--- config.mk ---
export PLATFORM = sky130hd
export DESIGN_NAME = vdp_super_vram_arbiter
export DESIGN_NICKNAME = d
export VERILOG_FILES = /design/src/rtl/vdp_super_vram_arbiter.sv
export SDC_FILE = /design/constraint.sdc
export NUM_CORES = 1
export LEC_CHECK = 0
export ABC_AREA = 1
export CORE_ASPECT_RATIO = 1.2
export CORE_MARGIN = 1.5
export CORE_UTILIZATION = 39
export CTS_BUF_LIST = sky130_fd_sc_hd__clkbuf_4 sky130_fd_sc_hd__clkbuf_8
export CTS_CLUSTER_DIAMETER = 40
export CTS_CLUSTER_SIZE = 10
export DETAILED_ROUTE_END_ITERATION = 8
export MAX_ROUTING_LAYER = met4
export PLACE_DENSITY_LB_ADDON = 0.08
export RECOVER_POWER = 50
export SETUP_SLACK_MARGIN = 0.3
export SLEW_MARGIN = 0
export SYNTH_ARGS = -nofsm -noshare
export SYNTH_HDL_FRONTEND = slang
export SYNTH_SLANG_ARGS = --single-unit
--- constraint.sdc ---
create_clock -name clk -period 1.39 [get_ports clk]
set_clock_uncertainty 0.15 [all_clocks]
set_input_delay 0.2085 -clock clk [delete_from_list [all_inputs] [get_ports clk]]
set_output_delay 0.2085 -clock clk [all_outputs]
set_load 0.02 [all_outputs]
--- src/rtl/vdp_super_vram_arbiter.sv ---
// Slot arbiter for the 32-bit super-res VRAM word port: display, refresh, CPU and command engine share fixed 4-cycle slots.
// Define VDP_SUPER_ARB_FAIRNESS_EN to let a waiting command engine pre-empt the CPU after FAIR_LIMIT grants.
//
// owner        | meaning
// OWN_IDLE     | no access this slot
// OWN_DISP     | display fetch read, data lands in vrm_32
// OWN_REFRESH  | one-cycle refresh strobe, no ack
// OWN_CPU      | CPU read or write, ack at phase 3
// OWN_CMD      | command engine read or write, ack at phase 3
module vdp_super_vram_arbiter #(
    parameter int REFRESH_CX = 723,
    parameter int FAIR_LIMIT = 2
) (
    input  logic        clk,
    input  logic        reset_n,
    input  logic [9:0]  cx,
    input  logic        vdp_super,
    input  logic        super_res_drawing,
    input  logic [16:0] super_res_vram_addr,
    output logic [31:0] vrm_32,
    input  logic        cpu_req,
    input  logic        cpu_we,
    input  logic [16:0] cpu_addr,
    input  logic [31:0] cpu_wdata,
    input  logic [3:0]  cpu_be,
    output logic        cpu_ack,
    output logic [31:0] cpu_rdata,
    input  logic        cmd_req,
    input  logic        cmd_we,
    input  logic [16:0] cmd_addr,
    input  logic [31:0] cmd_wdata,
    input  logic [3:0]  cmd_be,
    output logic        cmd_ack,
    output logic [31:0] cmd_rdata,
    output logic [16:0] mem_addr,
    output logic [31:0] mem_wdata,
    output logic [3:0]  mem_be,
    output logic        mem_rd,
    output logic        mem_wr,
    output logic        mem_refresh,
    input  logic [31:0] mem_rdata,
    output logic [1:0]  slot_owner
);

    typedef enum logic [2:0] {
        OWN_IDLE,
        OWN_DISP,
        OWN_REFRESH,
        OWN_CPU,
        OWN_CMD
    } owner_t;

    localparam logic [9:0] REFRESH_CX_W = REFRESH_CX[9:0];

    owner_t owner;
    owner_t winner;
    logic   refresh_pend;
    logic   slot_we;
    logic   cmd_first;

`ifdef VDP_SUPER_ARB_FAIRNESS_EN
    localparam logic [1:0] FAIR_LIMIT_W = FAIR_LIMIT[1:0];
    logic [1:0] fair_cnt;

    assign cmd_first = cmd_req && (fair_cnt >= FAIR_LIMIT_W);

    always_ff @(posedge clk or negedge reset_n) begin
        if (!reset_n) begin
            fair_cnt <= 2'd0;
        end else if (cx[1:0] == 2'd0) begin
            if (winner == OWN_CPU) begin
                if (!cmd_req)
                    fair_cnt <= 2'd0;
                else if (fair_cnt != 2'd3)
                    fair_cnt <= fair_cnt + 2'd1;
            end else if (winner == OWN_CMD) begin
                fair_cnt <= 2'd0;
            end
        end
    end
`else
    logic fair_limit_unused;
    assign fair_limit_unused = ^FAIR_LIMIT[1:0];
    assign cmd_first = 1'b0;
`endif

    always_comb begin
        winner = OWN_IDLE;
        if (vdp_super && super_res_drawing)
            winner = OWN_DISP;
        else if (refresh_pend)
            winner = OWN_REFRESH;
        else if (cpu_req && !cmd_first)
            winner = OWN_CPU;
        else if (cmd_req)
            winner = OWN_CMD;
    end

    always_ff @(posedge clk or negedge reset_n) begin
        if (!reset_n) begin
            owner        <= OWN_IDLE;
            slot_owner   <= 2'd0;
            slot_we      <= 1'b0;
            refresh_pend <= 1'b0;
            mem_addr     <= '0;
            mem_wdata    <= '0;
            mem_be       <= '0;
            mem_rd       <= 1'b0;
            mem_wr       <= 1'b0;
            mem_refresh  <= 1'b0;
            vrm_32       <= '0;
            cpu_rdata    <= '0;
            cmd_rdata    <= '0;
            cpu_ack      <= 1'b0;
            cmd_ack      <= 1'b0;
        end else begin
            mem_rd      <= 1'b0;
            mem_wr      <= 1'b0;
            mem_refresh <= 1'b0;
            cpu_ack     <= 1'b0;
            cmd_ack     <= 1'b0;

            // A new pending edge beats a same-cycle refresh grant.
            if (cx == REFRESH_CX_W)
                refresh_pend <= 1'b1;
            else if (cx[1:0] == 2'd0 && winner == OWN_REFRESH)
                refresh_pend <= 1'b0;

            case (cx[1:0])
                2'd0: begin
                    owner <= winner;
                    case (winner)
                        OWN_DISP: begin
                            slot_owner <= 2'd1;
                            slot_we    <= 1'b0;
                            mem_rd     <= 1'b1;
                            mem_addr   <= super_res_vram_addr;
                            mem_be     <= 4'hF;
                        end
                        OWN_REFRESH: begin
                            slot_owner  <= 2'd3;
                            mem_refresh <= 1'b1;
                        end
                        OWN_CPU: begin
                            slot_owner <= 2'd2;
                            slot_we    <= cpu_we;
                            mem_rd     <= !cpu_we;
                            mem_wr     <= cpu_we;
                            mem_addr   <= cpu_addr;
                            mem_wdata  <= cpu_wdata;
                            mem_be     <= cpu_be;
                        end
                        OWN_CMD: begin
                            slot_owner <= 2'd3;
                            slot_we    <= cmd_we;
                            mem_rd     <= !cmd_we;
                            mem_wr     <= cmd_we;
                            mem_addr   <= cmd_addr;
                            mem_wdata  <= cmd_wdata;
                            mem_be     <= cmd_be;
                        end
                        default: slot_owner <= 2'd0;
                    endcase
                end
                2'd2: begin
                    if (owner == OWN_DISP)
                        vrm_32 <= mem_rdata;
                    if (owner == OWN_CPU && !slot_we)
                        cpu_rdata <= mem_rdata;
                    if (owner == OWN_CMD && !slot_we)
                        cmd_rdata <= mem_rdata;
                end
                2'd3: begin
                    cpu_ack <= (owner == OWN_CPU);
                    cmd_ack <= (owner == OWN_CMD);
                end
                default: ;
            endcase
        end
    end

endmodule

# Yosys cells after proc, flatten, opt, wreduce, memory -nomap -nowiden
# Index checks and enable logic that the tools add are counted.
totals:
  ff_bits: 161
  in_bits: 173
classes:
  n_eq_ne: 10
  n_mux: 19
  n_reduce_logical: 17
ops:
  columns: ["cell", "count"]
  rows:
  - ["case mux 32 bit (2 select lines)", 1]
  - ["case mux 17 bit (3 select lines)", 1]
  - ["2-to-1 mux 3 bit", 4]
  - ["case mux 4 bit (3 select lines)", 1]
  - ["equality test 10 bit (second input constant)", 1]
  - ["AND reduction 2 bit", 5]
  - ["equality test 3 x 2 -> 1 bit (second input constant)", 3]
  - ["2-to-1 mux 1 bit", 8]
  - ["equality test 3 x 1 -> 1 bit (second input constant)", 2]
  - ["equality test 3 bit (second input constant)", 2]
  - ["case mux 1 bit (3 select lines)", 2]
  - ["case mux 2 bit (3 select lines)", 1]
  - ["equality test 2 bit (second input constant)", 2]
  - ["logical AND 1 bit", 4]
  - ["nonzero test 2 bit", 2]
  - ["logical NOT 1 bit", 3]
  - ["nonzero test 3 bit", 1]
  - ["logical NOT 2 bit", 1]
  - ["case mux 1 bit (2 select lines)", 1]
  - ["OR reduction 2 bit", 1]

# Logic depth before layout (Yosys ltp)
depth:
  ltp_word: 8
  depth_mapped: 9
  depth_no_buf: 7

# Worst setup path after synthesis
# Ideal clock, no wire load.
synth_timing:
  kind: "reg-to-reg"
  startpoint: "reg refresh_pend"
  endpoint: "reg mem_wdata[2]"
  setup_ns: 0.117
  arrival_ns: 1.172
  path_slack_ns: -0.049
  path_stages_with_launch: 9
  path_buffers: 2
  period_less_slack_ns: 1.439
  path_cell_list: "dfrtp_1 -> inv_2 -> nand3_4 -> nand2_1 -> nand2_1 -> buf_6 -> buf_6 -> nand2_1 -> nand2_1"
synth_between:
  elab_chain_cells: 5
  elab_cells_between_ends: 7
  cone_classes: "eq/ne: 2; mux: 3; reduce/logical: 2"
synth_lines:
  columns: ["element", "line_no", "text"]
  rows:
  - ["start: declaration", "57", "logic refresh_pend;"]
  - ["start signal: assignment", "104", "refresh_pend <= 1'b0;"]
  - ["start signal: assignment", "125", "refresh_pend <= 1'b1;"]
  - ["start signal: assignment", "127", "refresh_pend <= 1'b0;"]
  - ["2-to-1 mux 3 bit (*)", "91", "else if (refresh_pend)"]
  - ["2-to-1 mux 3 bit (*)", "89", "if (vdp_super && super_res_drawing)"]
  - ["equality test 3 bit / equality test 3 x 2 -> 1 bit (equally long branches)", "132", "case (winner)"]
  - ["nonzero test 2 bit (no source line)", null, null]
  - ["AND reduction 2 bit (no source line)", null, null]
  - ["end signal: assignment", "150", "mem_wdata <= cpu_wdata;"]
  - ["end signal: assignment", "159", "mem_wdata <= cmd_wdata;"]
  - ["end: declaration", "36", "output logic [31:0] mem_wdata,"]
# Every way passes the cells marked *; elsewhere a longest branch is shown, timed or not.
# A chain may end at the register's enable or synchronous reset.

# Worst setup path after layout
layout_timing:
  startpoint: "reg owner[2]"
  endpoint: "reg cpu_rdata[15]"
layout_between:
  elab_chain_cells: 3
layout_lines:
  columns: ["element", "line_no", "text"]
  rows:
  - ["start: declaration", "55", "owner_t owner;"]
  - ["start signal: assignment", "131", "owner <= winner;"]
  - ["equality test 3 x 2 -> 1 bit", "168", "if (owner == OWN_CPU && !slot_we)"]
  - ["logical AND 1 bit", "168", null]
  - ["AND reduction 2 bit (no source line)", null, null]
  - ["end signal: assignment", "169", "cpu_rdata <= mem_rdata;"]
  - ["end: declaration", "27", "output logic [31:0] cpu_rdata,"]
# Every way passes these cells.

==> flow_metrics.tcl <==
set metrics [dict create \
    place_hpwl_um 16000 \
    die_h_um 151 \
    synthesis.nets 1001 \
    grt_usage 0.243 \
    maxSlewViolCount 0 \
    fillCellCount 1221 \
    io-pin-count 329 \
    violations "negative setup slack" \
    worstSetupEndpointType "register" \
    required_ns 1.59 \
    period_minus_slack_ns 1.61 \
    viasPerCell 5.02 \
    via_count 7672 \
    firstDrtPassIters 7 \
    period_share 1.16 \
    hold_path_depth 4 \
    clock-sinks 161 \
    netlist_area_mm2 0.00710 \
    wire_per_inst_um 18.0 \
    htree_levels 4 \
    antenna_left 0 \
    gp_congestion 0.855 \
    netlist-cell-type-count 25 \
    yosys_warnings 0 \
    power_mw 23.5 \
    finalHoldViolCount 0 \
    detailedPlace.worstSlack_ns -0.444 \
    crit_fanout 11 \
    drc_errors 0 \
    insertion_delay_ns 0.46 \
    dieArea_mm2 0.0190 \
    setup_viol 161 \
    startpoint "owner[2]" \
    cap_viol_max_count 0 \
    grt_pass1_wl_um 34600 \
    ff2ff_path_depth 6 \
    wl_um 27500 \
    dr.first_iter.drc_count 384 \
    fin_ws_ns -0.224 \
    cts.clk_slew.worst_paths_ns 0.09 \
    fmax_ghz 0.620 \
    leakage_nw 6.74 \
    gr-total-overflow 0 \
    cts_tree "yes" \
    path_class "reg -> reg" \
    power_density_mw_per_mm2 1750 \
    final_net_count 1471 \
    die_width_um 126 \
    rsz0062_at_grt "true" \
    cp.arrival_ns 1.82 \
    fin_cells 1529 \
    avgSynthCellArea_um2 8.57 \
    rows 53 \
    synthToLayoutAreaGrowth_pct 89.0 \
    ys_ff_latch 161 \
    slew_headroom 0.375 \
    antenna_found_initial 0 \
    worstMarginPinSlew_ns 0.938 \
    coreArea_mm2 0.0176 \
    place_area_mm2 0.0109 \
    synthCells 828 \
    crit_path_start_kind "register" \
    drive_gt1_frac 0.392 \
    dp_cells 1376 \
    grt_max_degree 59 \
    seq_area_frac_synth 0.568 \
    worstHoldPathType "in -> reg" \
    grt_pass1_vias 6849 \
    io_buffers 328 \
    cts_buffers 17 \
    diodes 0 \
    design_area_mm2 0.0134 \
    reg2reg_from "owner[2]" \
    mostFrequentLayoutCells "nand2_1 (197), buf_6 (179), clkdlybuf4s50_1 (169)" \
    final_common_cell "nand2_1" \
    min_from "cx[0]" \
    clockBufferDepth 2 \
    root_buffer "clkbuf_8" \
    status "complete, but fails checks" \
    start_util 0.402 \
    irDropWorstVdd_uv 782 \
]
## report_power, final
group          internal, mW  switching, mW  total (mW)
Clock                  1.66           1.84        3.51
Combinational          6.52           5.63        12.2
Sequential             6.37           1.45        7.83
Total                  14.6           8.93        23.5
## path summary, 6_finish.rpt
check | endpoint | slack [ns]
min in group asynchronous | cpu_rdata[21] | 0.28
min | cmd_ack | 0.06
min reg2reg | cmd_ack | 0.32
max reg2reg | cpu_rdata[15] | -0.22
max | cpu_rdata[15] | -0.22
max in group asynchronous | cpu_rdata[10] | 0.07
## stage by stage
step / util / hold slack (ns) / TNS [ns]
6_report: 0.761 / 0.0563 / -15.55
5_1_grt: 0.761 / 0.0616 / -28.09
4_1_cts: 0.675 / 0.0393 / -5.44
3_5_place_dp: 0.618 / -0.0315 / -60.33
3_3_place_gp: 0.618 / -0.0308 / -57.40
2_1_floorplan: - / -0.237 / -0.325
## cells by family (layout without fill, tap and decap cells)
logic type,after synthesis,after routing,synth area share
buf+inv,133,613,0.0855
compound gates,140,140,0.0999
flops,161,161,0.568
simple gates,394,395,0.247
## area by class of cell
class | instances | area, µm² | share of cell area
clock inverters | 11 | 131 | 0.00979
multi-input cells | 535 | 3110 | 0.232
clock buffers | 19 | 255 | 0.0190
inverters | 79 | 304 | 0.0227
well taps | 220 | 275 | 0.0205
flip-flops and latches | 161 | 4030 | 0.301
repair buffers | 504 | 5310 | 0.396
## routing by layer
layer	up-vias	wire length, µm	GRT usage	part of all wire
li1	3636	-	-	-
met1	3635	10200	0.271	0.37
met2	336	14300	0.409	0.52
met3	65	2040	0.0703	0.074
met4	0	1020	0.106	0.037
met5	-	0	-	0
## critical path, cell delays in order (launching register included)
cell and delay (ns):
dfrtp_2 0.43, nor2_4 0.20, buf_6 0.13, nand3_4 0.18, clkbuf_16 0.25, nand2_1 0.08, o21ai_1 0.08
## synthesized netlist by cell type
| master | instances | area [µm²] |
|---|---|---|
| buf_1 | 1 | 3.75 |
| o22ai_2 | 1 | 12.5 |
| dfrtp_1 | 161 | 4030 |
| inv_2 | 2 | 7.51 |
| inv_1 | 77 | 289 |
| nand4_4 | 1 | 21.3 |
| nand3_1 | 53 | 265 |
| nand2_1 | 273 | 1020 |
| nand4_1 | 39 | 244 |
| nor3b_1 | 1 | 7.51 |
| nor2_1 | 15 | 56.3 |
| clkbuf_1 | 16 | 60.1 |
| o21ai_0 | 65 | 325 |
| o22ai_1 | 1 | 6.26 |
| buf_6 | 9 | 101 |
| nand2_2 | 1 | 6.26 |
| nand3_4 | 3 | 52.6 |
| buf_4 | 2 | 15.0 |
| nor4_1 | 2 | 12.5 |
| nand4_2 | 1 | 12.5 |
| nor2_4 | 4 | 45.0 |
| buf_2 | 26 | 130 |
| a21oi_1 | 3 | 15.0 |
| nor3_1 | 1 | 5.00 |
| o21ai_1 | 70 | 350 |
## state kept, by name (all words and copies together), names as in the netlist, 2 cells and up
register	flops
vrm_32	32
cpu_rdata	32
cmd_rdata	32
owner	3
slot_owner	2
mem_addr	17
mem_be	4
mem_wdata	32
## repair_timing
action / in CTS / in global routing
hold endpoints to repair: 161 / 0
setup buffers: 43 / 59
resized for setup: 971 / 198
cloned: 1 / 19
endpoints found under the setup margin: 317 / 317
pin swaps: 8 / 10
hold buffers: 1 / 0
Note: power is estimated with default switching activity, not from simulation.
